**src/rtl/sccb_pkg.sv**
```systemverilog
// Shared types and helpers for the SCCB write-only master.
// Holds the controller state encoding and the bit-rate divider calculation.
package sccb_pkg;

   typedef enum logic [2:0] {
      IDLE,
      START,
      TX_BYTE,
      DONT_CARE,
      STOP,
      GAP
   } state_t;

   // Index of the byte being sent: 0 = device id, 1 = sub-address, 2 = write data.
   typedef logic [1:0] phase_t;

   localparam phase_t LAST_PHASE = 2'd2;

   function automatic int calc_quarter_cycles(input int clk_frequency,
                                              input int sccb_frequency);
      return clk_frequency / (4 * sccb_frequency);
   endfunction

endpackage

```
**src/rtl/sccb_tick_gen.sv**
```systemverilog
// Quarter-bit timebase: one-cycle tick every QUARTER_CYCLES clocks.
// Held at zero while cleared so each transaction starts on a fresh quarter.
module sccb_tick_gen #(
   parameter int QUARTER_CYCLES = 62
) (
   input  logic i_clk,
   input  logic i_reset_n,
   input  logic i_clear,
   output logic o_tick
);

   localparam int CNT_W = (QUARTER_CYCLES > 2) ? $clog2(QUARTER_CYCLES) : 1;
   localparam logic [CNT_W-1:0] LAST_COUNT = CNT_W'(QUARTER_CYCLES - 1);

   logic [CNT_W-1:0] count_q;

   assign o_tick = !i_clear && (count_q == LAST_COUNT);

   // NOTE: sequential state uses non-blocking assignments so every register
   // samples the pre-edge values of its peers.
   always_ff @(posedge i_clk or negedge i_reset_n) begin
      if (!i_reset_n) begin
         count_q <= '0;
      end else if (i_clear || o_tick) begin
         count_q <= '0;
      end else begin
         count_q <= count_q + 1'b1;
      end
   end

endmodule

```
**src/rtl/sccb_master.sv**
```systemverilog
// SCCB 3-phase write master: START, device id, sub-address, data, STOP, bus-free gap.
// The 9th bit of each phase releases SIO_D and is never sampled.
module sccb_master
   import sccb_pkg::*;
#(
   parameter int         CLK_FREQUENCY  = 25000000,
   parameter int         SCCB_FREQUENCY = 100000,
   parameter logic [7:0] DEVICE_ID      = 8'h42
) (
   input  logic       i_clk,
   input  logic       i_reset_n,
   input  logic       i_start,
   input  logic [7:0] i_address,
   input  logic [7:0] i_data,
   output logic       o_ready,
   output logic       o_sioc,
   output logic       o_siod,
   output logic       o_siod_oe
);

   localparam int QUARTER_CYCLES = calc_quarter_cycles(CLK_FREQUENCY, SCCB_FREQUENCY);

   generate
      if (QUARTER_CYCLES < 2) begin : g_bad_rate
         $error("sccb_master: CLK_FREQUENCY/(4*SCCB_FREQUENCY) must be at least 2");
      end
   endgenerate

   state_t     state_q, state_d;
   logic [1:0] quarter_q, quarter_d;
   logic [2:0] bit_q, bit_d;
   phase_t     phase_q, phase_d;
   logic [7:0] address_q, data_q;
   logic       idle, accept, tick, slot_end;
   logic [7:0] cur_byte;
   logic       ready_d, sioc_d, siod_d, oe_d;

   assign idle     = (state_q == IDLE);
   assign accept   = idle && i_start;
   assign slot_end = tick && (quarter_q == 2'd3);

   sccb_tick_gen #(
      .QUARTER_CYCLES(QUARTER_CYCLES)
   ) u_tick_gen (
      .i_clk    (i_clk),
      .i_reset_n(i_reset_n),
      .i_clear  (idle),
      .o_tick   (tick)
   );

   // NOTE: every signal driven here gets a default first, so no path can
   // leave it unassigned and infer a latch.
   always_comb begin
      state_d   = state_q;
      quarter_d = quarter_q;
      bit_d     = bit_q;
      phase_d   = phase_q;
      if (tick) quarter_d = quarter_q + 2'd1;

      case (state_q)
         IDLE: begin
            quarter_d = 2'd0;
            bit_d     = 3'd0;
            phase_d   = '0;
            if (i_start) state_d = START;
         end
         START: begin
            if (slot_end) state_d = TX_BYTE;
         end
         TX_BYTE: begin
            if (slot_end) begin
               bit_d = bit_q + 3'd1;
               if (bit_q == 3'd7) state_d = DONT_CARE;
            end
         end
         DONT_CARE: begin
            if (slot_end) begin
               if (phase_q == LAST_PHASE) begin
                  state_d = STOP;
               end else begin
                  state_d = TX_BYTE;
                  phase_d = phase_q + 2'd1;
               end
            end
         end
         STOP: begin
            if (slot_end) state_d = GAP;
         end
         GAP: begin
            if (slot_end) state_d = IDLE;
         end
         default: state_d = IDLE;
      endcase
   end

   // Outputs are decoded from the next state so the registered lines
   // line up exactly with quarter boundaries.
   always_comb begin
      case (phase_d)
         2'd0:    cur_byte = DEVICE_ID;
         2'd1:    cur_byte = address_q;
         default: cur_byte = data_q;
      endcase

      ready_d = (state_d == IDLE);
      sioc_d  = 1'b1;
      siod_d  = 1'b1;
      oe_d    = 1'b1;
      case (state_d)
         START: begin
            siod_d = !quarter_d[1];
         end
         TX_BYTE: begin
            sioc_d = quarter_d[1];
            siod_d = cur_byte[3'd7 - bit_d];
         end
         DONT_CARE: begin
            sioc_d = quarter_d[1];
            oe_d   = 1'b0;
         end
         STOP: begin
            sioc_d = quarter_d[1];
            siod_d = (quarter_d == 2'd3);
         end
         default: ;
      endcase
   end

   always_ff @(posedge i_clk or negedge i_reset_n) begin
      if (!i_reset_n) begin
         state_q   <= IDLE;
         quarter_q <= 2'd0;
         bit_q     <= 3'd0;
         phase_q   <= '0;
         address_q <= 8'h00;
         data_q    <= 8'h00;
      end else begin
         state_q   <= state_d;
         quarter_q <= quarter_d;
         bit_q     <= bit_d;
         phase_q   <= phase_d;
         if (accept) begin
            address_q <= i_address;
            data_q    <= i_data;
         end
      end
   end

   always_ff @(posedge i_clk or negedge i_reset_n) begin
      if (!i_reset_n) begin
         o_ready   <= 1'b1;
         o_sioc    <= 1'b1;
         o_siod    <= 1'b1;
         o_siod_oe <= 1'b1;
      end else begin
         o_ready   <= ready_d;
         o_sioc    <= sioc_d;
         o_siod    <= siod_d;
         o_siod_oe <= oe_d;
      end
   end

endmodule

```
**config.mk**
```make
export PLATFORM = sky130hd
export DESIGN_NAME = sccb_master
export DESIGN_NICKNAME = d
export VERILOG_FILES = /design/src/rtl/sccb_pkg.sv /design/src/rtl/sccb_tick_gen.sv /design/src/rtl/sccb_master.sv
export SDC_FILE = /design/constraint.sdc
export NUM_CORES = 1
export LEC_CHECK = 0
export ABC_AREA = 1
export CAP_MARGIN = 15
export CORE_ASPECT_RATIO = 1.75
export CORE_UTILIZATION = 55
export CTS_CLUSTER_SIZE = 24
export DETAILED_ROUTE_END_ITERATION = 10
export HOLD_SLACK_MARGIN = 0.06
export PLACE_DENSITY = 0.88
export SYNTH_ARGS = -nofsm -noshare
export SYNTH_HDL_FRONTEND = slang
export SYNTH_SLANG_ARGS = --single-unit
```
**constraint.sdc**
```tcl
create_clock -name i_clk -period 2.8 [get_ports i_clk]
set_clock_uncertainty 0.05 [all_clocks]
set_input_delay 0.42 -clock i_clk [delete_from_list [all_inputs] [get_ports i_clk]]
set_output_delay 0.42 -clock i_clk [all_outputs]
set_load 0.02 [all_outputs]
```
==> results of run 1 <==
-- sequential cells by signal, summed over array words and instances (netlist names), 2 cells and up --
name	cells
bit_q	3
u_tick_gen.count_q	6
state_q	3
data_q	8
quarter_q	2
phase_q	2
address_q	8
-- power by group through the flow --
stage / Clock [uW] / Sequential [uW] / Combinational (uW)
after floorplan: 0 / 530 / 0.219
after global placement: 0 / 530 / 35.7
after detailed placement: 0 / 530 / 36.1
after CTS: 454 / 520 / 36.3
after global routing: 477 / 520 / 39.5
final: 447 / 520 / 35.0
-- area by class of cell --
| class | instances | area (sq um) | share of cell area |
|---|---|---|---|
| clock buffers | 6 | 72.6 | 0.0315 |
| well taps | 45 | 56.3 | 0.0244 |
| repair buffers | 24 | 235 | 0.102 |
| flip-flops and latches | 36 | 906 | 0.393 |
| inverters | 31 | 119 | 0.0516 |
| multi-input cells | 143 | 881 | 0.382 |
| clock inverters | 2 | 35.0 | 0.0152 |
-- cells in the mapped netlist --
| master | n |
|---|---|
| a21oi_1 | 9 |
| a31oi_1 | 1 |
| and3_2 | 2 |
| buf_2 | 2 |
| buf_6 | 2 |
| clkinv_1 | 1 |
| dfrtp_1 | 32 |
| dfstp_2 | 4 |
| ha_1 | 7 |
| inv_1 | 27 |
| inv_2 | 2 |
| inv_4 | 1 |
| mux2_2 | 12 |
| nand2_1 | 36 |
| nand2_2 | 3 |
| nand2_4 | 2 |
| nand3_1 | 25 |
| nand3_2 | 5 |
| nand4_1 | 3 |
| nor2_1 | 17 |
| nor2_2 | 1 |
| nor2_4 | 2 |
| nor3_1 | 2 |
| nor3b_1 | 2 |
| o211ai_2 | 3 |
| o21ai_0 | 6 |
| o21ai_1 | 2 |
| o21ai_2 | 2 |
| xnor2_1 | 1 |
-- metrics by stage --
stage               worst slack [ns]   util  instance area [sq um]  power [uW]  hold slack (ns)
floorplan                       1.01      -                   1940         530           0.0744
detailed placement             0.548  0.653                   2200         566            0.443
finish                         0.512  0.685                   2300        1000            0.450
global placement               0.614  0.653                   2200         566            0.433
CTS                            0.522  0.685                   2300        1010            0.455
global route                   0.256  0.685                   2300        1040            0.463
-- final timing paths --
| path | slack, ns | startpoint | cells after the start | to |
|---|---|---|---|---|
| worst max register to register | 0.51 | u_tick_gen.count_q[1] | 15 | o_siod |
| worst max-delay path | 0.51 | u_tick_gen.count_q[1] | 15 | o_siod |
| min in group asynchronous | 0.49 | i_reset_n | 2 | u_tick_gen.count_q[3] |
| worst min-delay path | 0.45 | u_tick_gen.count_q[0] | 1 | u_tick_gen.count_q[0] |
| max in group asynchronous | 1.87 | i_reset_n | 2 | o_ready |
| worst min register to register | 0.45 | u_tick_gen.count_q[0] | 1 | u_tick_gen.count_q[0] |
-- logic make-up (layout without fill, tap and decap cells) --
family	count (synthesis)	in the layout
XOR/XNOR	1	1
flip-flops	36	36
adder cells (fa/ha/maj)	7	7
multiplexers	12	12
AO/OA/AOI/OAI	23	23
buffers and inverters	35	63
AND/OR/NAND/NOR	100	100
-- metal layers --
layer / track usage / vias up
met5: 0 / -
met3: 0.0517 / 19
li1: - / 755
met1: 0.254 / 722
met4: 0.151 / 0
met2: 0.419 / 41
-- critical path, stage by stage (launching register included) --
cell	delay, ns
dfrtp_1	0.39
inv_1	0.06
ha_1	0.13
nand2_1	0.08
nor2_4	0.19
nand3_2	0.26
inv_1	0.15
nand2_1	0.09
o21ai_2	0.22
clkinv_1	0.12
nor2_2	0.13
nor2_1	0.06
nand2_1	0.06
o21ai_1	0.05
nor2_1	0.12
nand2_1	0.07
==> results.cfg, run 1 <==
[setup_path]
crit_path_start_kind = flip-flop
critPathMaxFanout = 12
path_class = reg2reg
crit_required_ns = 2.98
cp.arrival_ns = 2.47
worst_setup_path_end_kind = flip-flop

[global_routing]
grt_pass1_vias = 1542
grt_max_degree = 37
grt_pass1_wl_microns = 6480
antenna_found_initial = 0
grt_usage = 0.245
gr-total-overflow = 0

[clocking]
cts_made_buffers = 5
clk_pin_slew_ns = 0.08
htreeDepth = 2
hold_buffers = 0
cts.repair.resized = 0
cts_sinks = 36
clockBufferDepth = 2
cts_tree = done
root_buffer = clkbuf_8
worstSkewPairLatency_ns = 0.29
post_cts_buffers = 0

[synth]
synth_area_sq_um = 1940
netlist_instances = 214
synth_top_family_by_area = simple AND/OR/NAND/NOR gates
synth_simple_gate_area_share = 0.260
syn_avg_cell_area_sq_um = 9.06
synthAdderAreaFrac = 0.0452
synth.area.mux_share = 0.0697
synth_compound_area_frac = 0.0755
synth_seq_area_share = 0.467
synth-seq-cells = 36
synth_area_leader_cell = dfrtp_1
syn_nets = 240
synth_xor_area_frac = 0.00452
synth_top_area_frac = 0.413
synth_area_leaders = dfrtp_1 (41%), nand2_1 (7.0%), mux2_2 (7.0%)
yosys_warnings = 0
synth_cell_type_count = 29

[worst_hold_path]
hold_path_class = reg2reg

[pwr]
switching_power_uw = 195
pwr-share-clk = 0.446
powerDensity_nw_per_um2 = 435
pwr-share-comb = 0.035
pwr-share-seq = 0.519
leakage_uw = 0.00114
vdd_drop_max_mv = 0.442
p_int_uw = 807
swShare = 0.195

[drt]
first_iter_violations = 52
m1WireLength_microns = 1340
vias = 1537
wire_per_inst_microns = 13.2
wl_met2_microns = 2160
drt.antenna.violating_nets = 0
drt_first_pass_iters = 4
drt_drc_violations_left = 0
viasPerCell = 5.36
dr.max_layer_used = met4
routed_wl_microns = 3800
wl_met3_microns = 118

[die]
initial_core_util = 0.576
die_w_microns = 46.9
top_level_ports = 23
rows = 28
die_height_microns = 80.5
coreArea_sq_um = 3360
dieArea_sq_um = 3770

[sta]
setup_tns_ns = 0
setup_viol = 0
layout_min_cycle_time_ns = 2.29
rsz0062_at_grt = false
slew_headroom = 0.708
worstMarginPinSlew_ns = 0.438
hold_viol_final = 0
max_freq_ghz = 0.437
post-route-period-util = 0.817
drv_slew = 0

[layout]
syn_to_final_growth_pct = 18.9
mostFrequentLayoutCells = nand2_1 (36), dfrtp_1 (32), inv_1 (27), nand3_1 (25), clkdlybuf4s50_1 (22)
layout_commonest_cell = nand2_1
drive_above_1_share = 0.198
fillCellCount = 288
finalNetCount = 267
n_antenna_cell = 0
final_cell_count_no_fill = 287

[place]
dp_hpwl_microns = 2850
place_congestion = 0.921
io_buffers = 22
placed_cells = 279

[status]
status = finished, final reports clean

[run]
maxCapViolations = 0
No activity file was read; power rests on OpenSTA's default activity.
==> run 2: changes to the inputs <==
- clock period: 2.8 -> 2.4 ns (I/O delays scaled with it)
==> run 2 against run 1 <==
Sequential power is 17% higher. Cell area is 2.4% higher. Power is 17% higher. Largest cell class unchanged. Setup slack worse by 0.24 ns. Clock power is 18% higher. First-iteration DRC count is 35% higher. Via count is 3.3% higher. Critical path type unchanged. Routed wire length is 0.34% higher. Utilization is 1.7 points higher. Non-clock buffer count is 6 higher. Cell count is 2.1% higher. Combinational power is 17% higher.
==> results.cfg, run 2 (synthesis results as in run 1) <==
[place]
dp_hpwl_microns = 2800
io_buffers = 22
placed_cells = 279
place_congestion = 0.885

[pwr]
pwr-share-comb = 0.035
switching_power_uw = 236
vdd_drop_max_mv = 0.820
pwr-share-clk = 0.449
swShare = 0.201
pwr-share-seq = 0.516
powerDensity_nw_per_um2 = 498
p_int_uw = 940
leakage_uw = 0.00117
total_power_uw = 1180

[layout]
top_regs = address_q x8, data_q x8, u_tick_gen.count_q x6
finalNetCount = 273
n_antenna_cell = 0
final_cell_count_no_fill = 293
syn_to_final_growth_pct = 21.8
layout_commonest_cell = nand2_1
fillCellCount = 260
mostFrequentLayoutCells = nand2_1 (36), dfrtp_1 (32), inv_1 (27), nand3_1 (25), clkdlybuf4s50_1 (22)
drive_above_1_share = 0.222

[die]
dieArea_sq_um = 3770
initial_core_util = 0.576
coreArea_sq_um = 3360
die_height_microns = 80.5
die_w_microns = 46.9
top_level_ports = 23
rows = 28

[setup_path]
crit_path_start_kind = flip-flop
cp_slowest_cell = dfrtp_1
cp.arrival_ns = 2.30
path_class = reg2reg
critPathBufInv = 3
critPathMaxFanout = 10
path_cells = inv_1 -> ha_1 -> nand2_1 -> nor2_4 -> nand3_4 -> buf_4 -> nand2_1 -> nand3_2 -> nand2_4 -> inv_4 -> nand3_1 -> nand2_1 -> nand2_1 -> nand3_1 -> nand2_1 -> nand2_1 -> nand3_1 -> nand2_1
path_common_cell = nand2_1
critPathMaxStageDelay_ns = 0.40
cp_top_family = simple AND/OR/NAND/NOR gates
crit_required_ns = 2.58
worst_setup_path_end_kind = flip-flop
r2r_slack_ns = 0.27

[sta]
layout_min_cycle_time_ns = 2.13
post-route-period-util = 0.886
max_freq_ghz = 0.470
drv_slew = 0
hold_viol_final = 0
worstMarginPinSlew_ns = 0.440
slew_headroom = 0.707
setup_viol = 0
hold_slack_ns = 0.439
rsz0062_at_grt = false
setup_tns_ns = 0

[global_routing]
gr-total-overflow = 0
antenna_found_initial = 0
grt_max_degree = 37
grt_pass1_wl_microns = 6500
grt_pass1_vias = 1583
grt_usage = 0.244

[clocking]
hold_buffers = 0
htreeDepth = 2
cts_sinks = 36
cts_made_buffers = 5
worstSkewPairLatency_ns = 0.29
cts_tree = done
clockBufferDepth = 2
clk_pin_slew_ns = 0.08
root_buffer = clkbuf_8

[drt]
routed_wl_microns = 3810
drt_first_pass_iters = 4
vias = 1588
drt_drc_violations_left = 0
viasPerCell = 5.42
wire_per_inst_microns = 13.0
drt.antenna.violating_nets = 0
first_iter_violations = 70

[worst_hold_path]
hold_path_class = in2async

[status]
status = finished, final reports clean

[run]
maxCapViolations = 0
==> run 2: cell count changes in the layout (fill, tap and decap cells not counted) <==
| cell | delta |
|---|---|
| nand3_2 | -1 |
| nand3_4 | +1 |
| clkinvlp_4 | +1 |
| buf_4 | +6 |
| clkbuf_1 | -1 |
==> run 2: timing repair <==
action                                  CTS  global route
resized for setup                         0             1
setup buffers                             0             6
endpoints found under the setup margin    0             1
==> run 2: routing by layer <==
metal  track usage  wire [microns]
met4         0.171             198
met3        0.0337             127
met2         0.408            2070
met1         0.263            1410
met5             0               0
==> run 2: worst paths after layout <==
path / start / end / cells after the start
worst max-delay path: u_tick_gen.count_q[1] / o_siod / 18
min in group i_clk: u_tick_gen.count_q[0] / u_tick_gen.count_q[0] / 1
worst min register to register: u_tick_gen.count_q[0] / u_tick_gen.count_q[0] / 1
worst min-delay path: i_reset_n / quarter_q[1] / 2
max in group asynchronous: i_reset_n / o_ready / 2
worst max register to register: u_tick_gen.count_q[1] / o_siod / 18
==> run 2: metrics by stage <==
stage / setup slack, ns / utilization / area [sq um]
after CTS: 0.141 / 0.686 / 2310
after global placement: 0.229 / 0.653 / 2200
final: 0.275 / 0.702 / 2360
after detailed placement: 0.151 / 0.653 / 2200
after floorplan: 0.613 / - / 1940
after global routing: 0.00391 / 0.702 / 2360
==> run 2: final cells by class <==
type / instances / area, sq um / area share
clock buffer: 5 / 68.8 / 0.0291
clock inverter: 3 / 42.5 / 0.0180
inverter: 31 / 119 / 0.0503
multi-input combinational: 143 / 888 / 0.376
sequential: 36 / 906 / 0.384
tap: 45 / 56.3 / 0.0238
timing repair buffer: 30 / 280 / 0.119
==> run 2: worst register-to-register path: cells and delay by family (launching register included) <==
kind	cells	cell delay (ns)
AND/OR/NAND/NOR	14	1.18
buffers and inverters	3	0.30
flip-flops	1	0.40
adder cells (fa/ha/maj)	1	0.14
==> run 2: power groups by stage <==
stage / sequential (uW) / combinational [uW] / clock, uW
detailed placement: 618 / 42.1 / 0
global route: 606 / 46.0 / 565
floorplan: 618 / 0.256 / 0
CTS: 606 / 42.1 / 540
finish: 607 / 41.0 / 528
global placement: 618 / 41.7 / 0
==> run 3: changes to the inputs <==
- CTS_CLUSTER_DIAMETER: default -> 30
==> results of run 3 <==
Same layout as run 2: the final DEF is identical, and so are final timing and power.
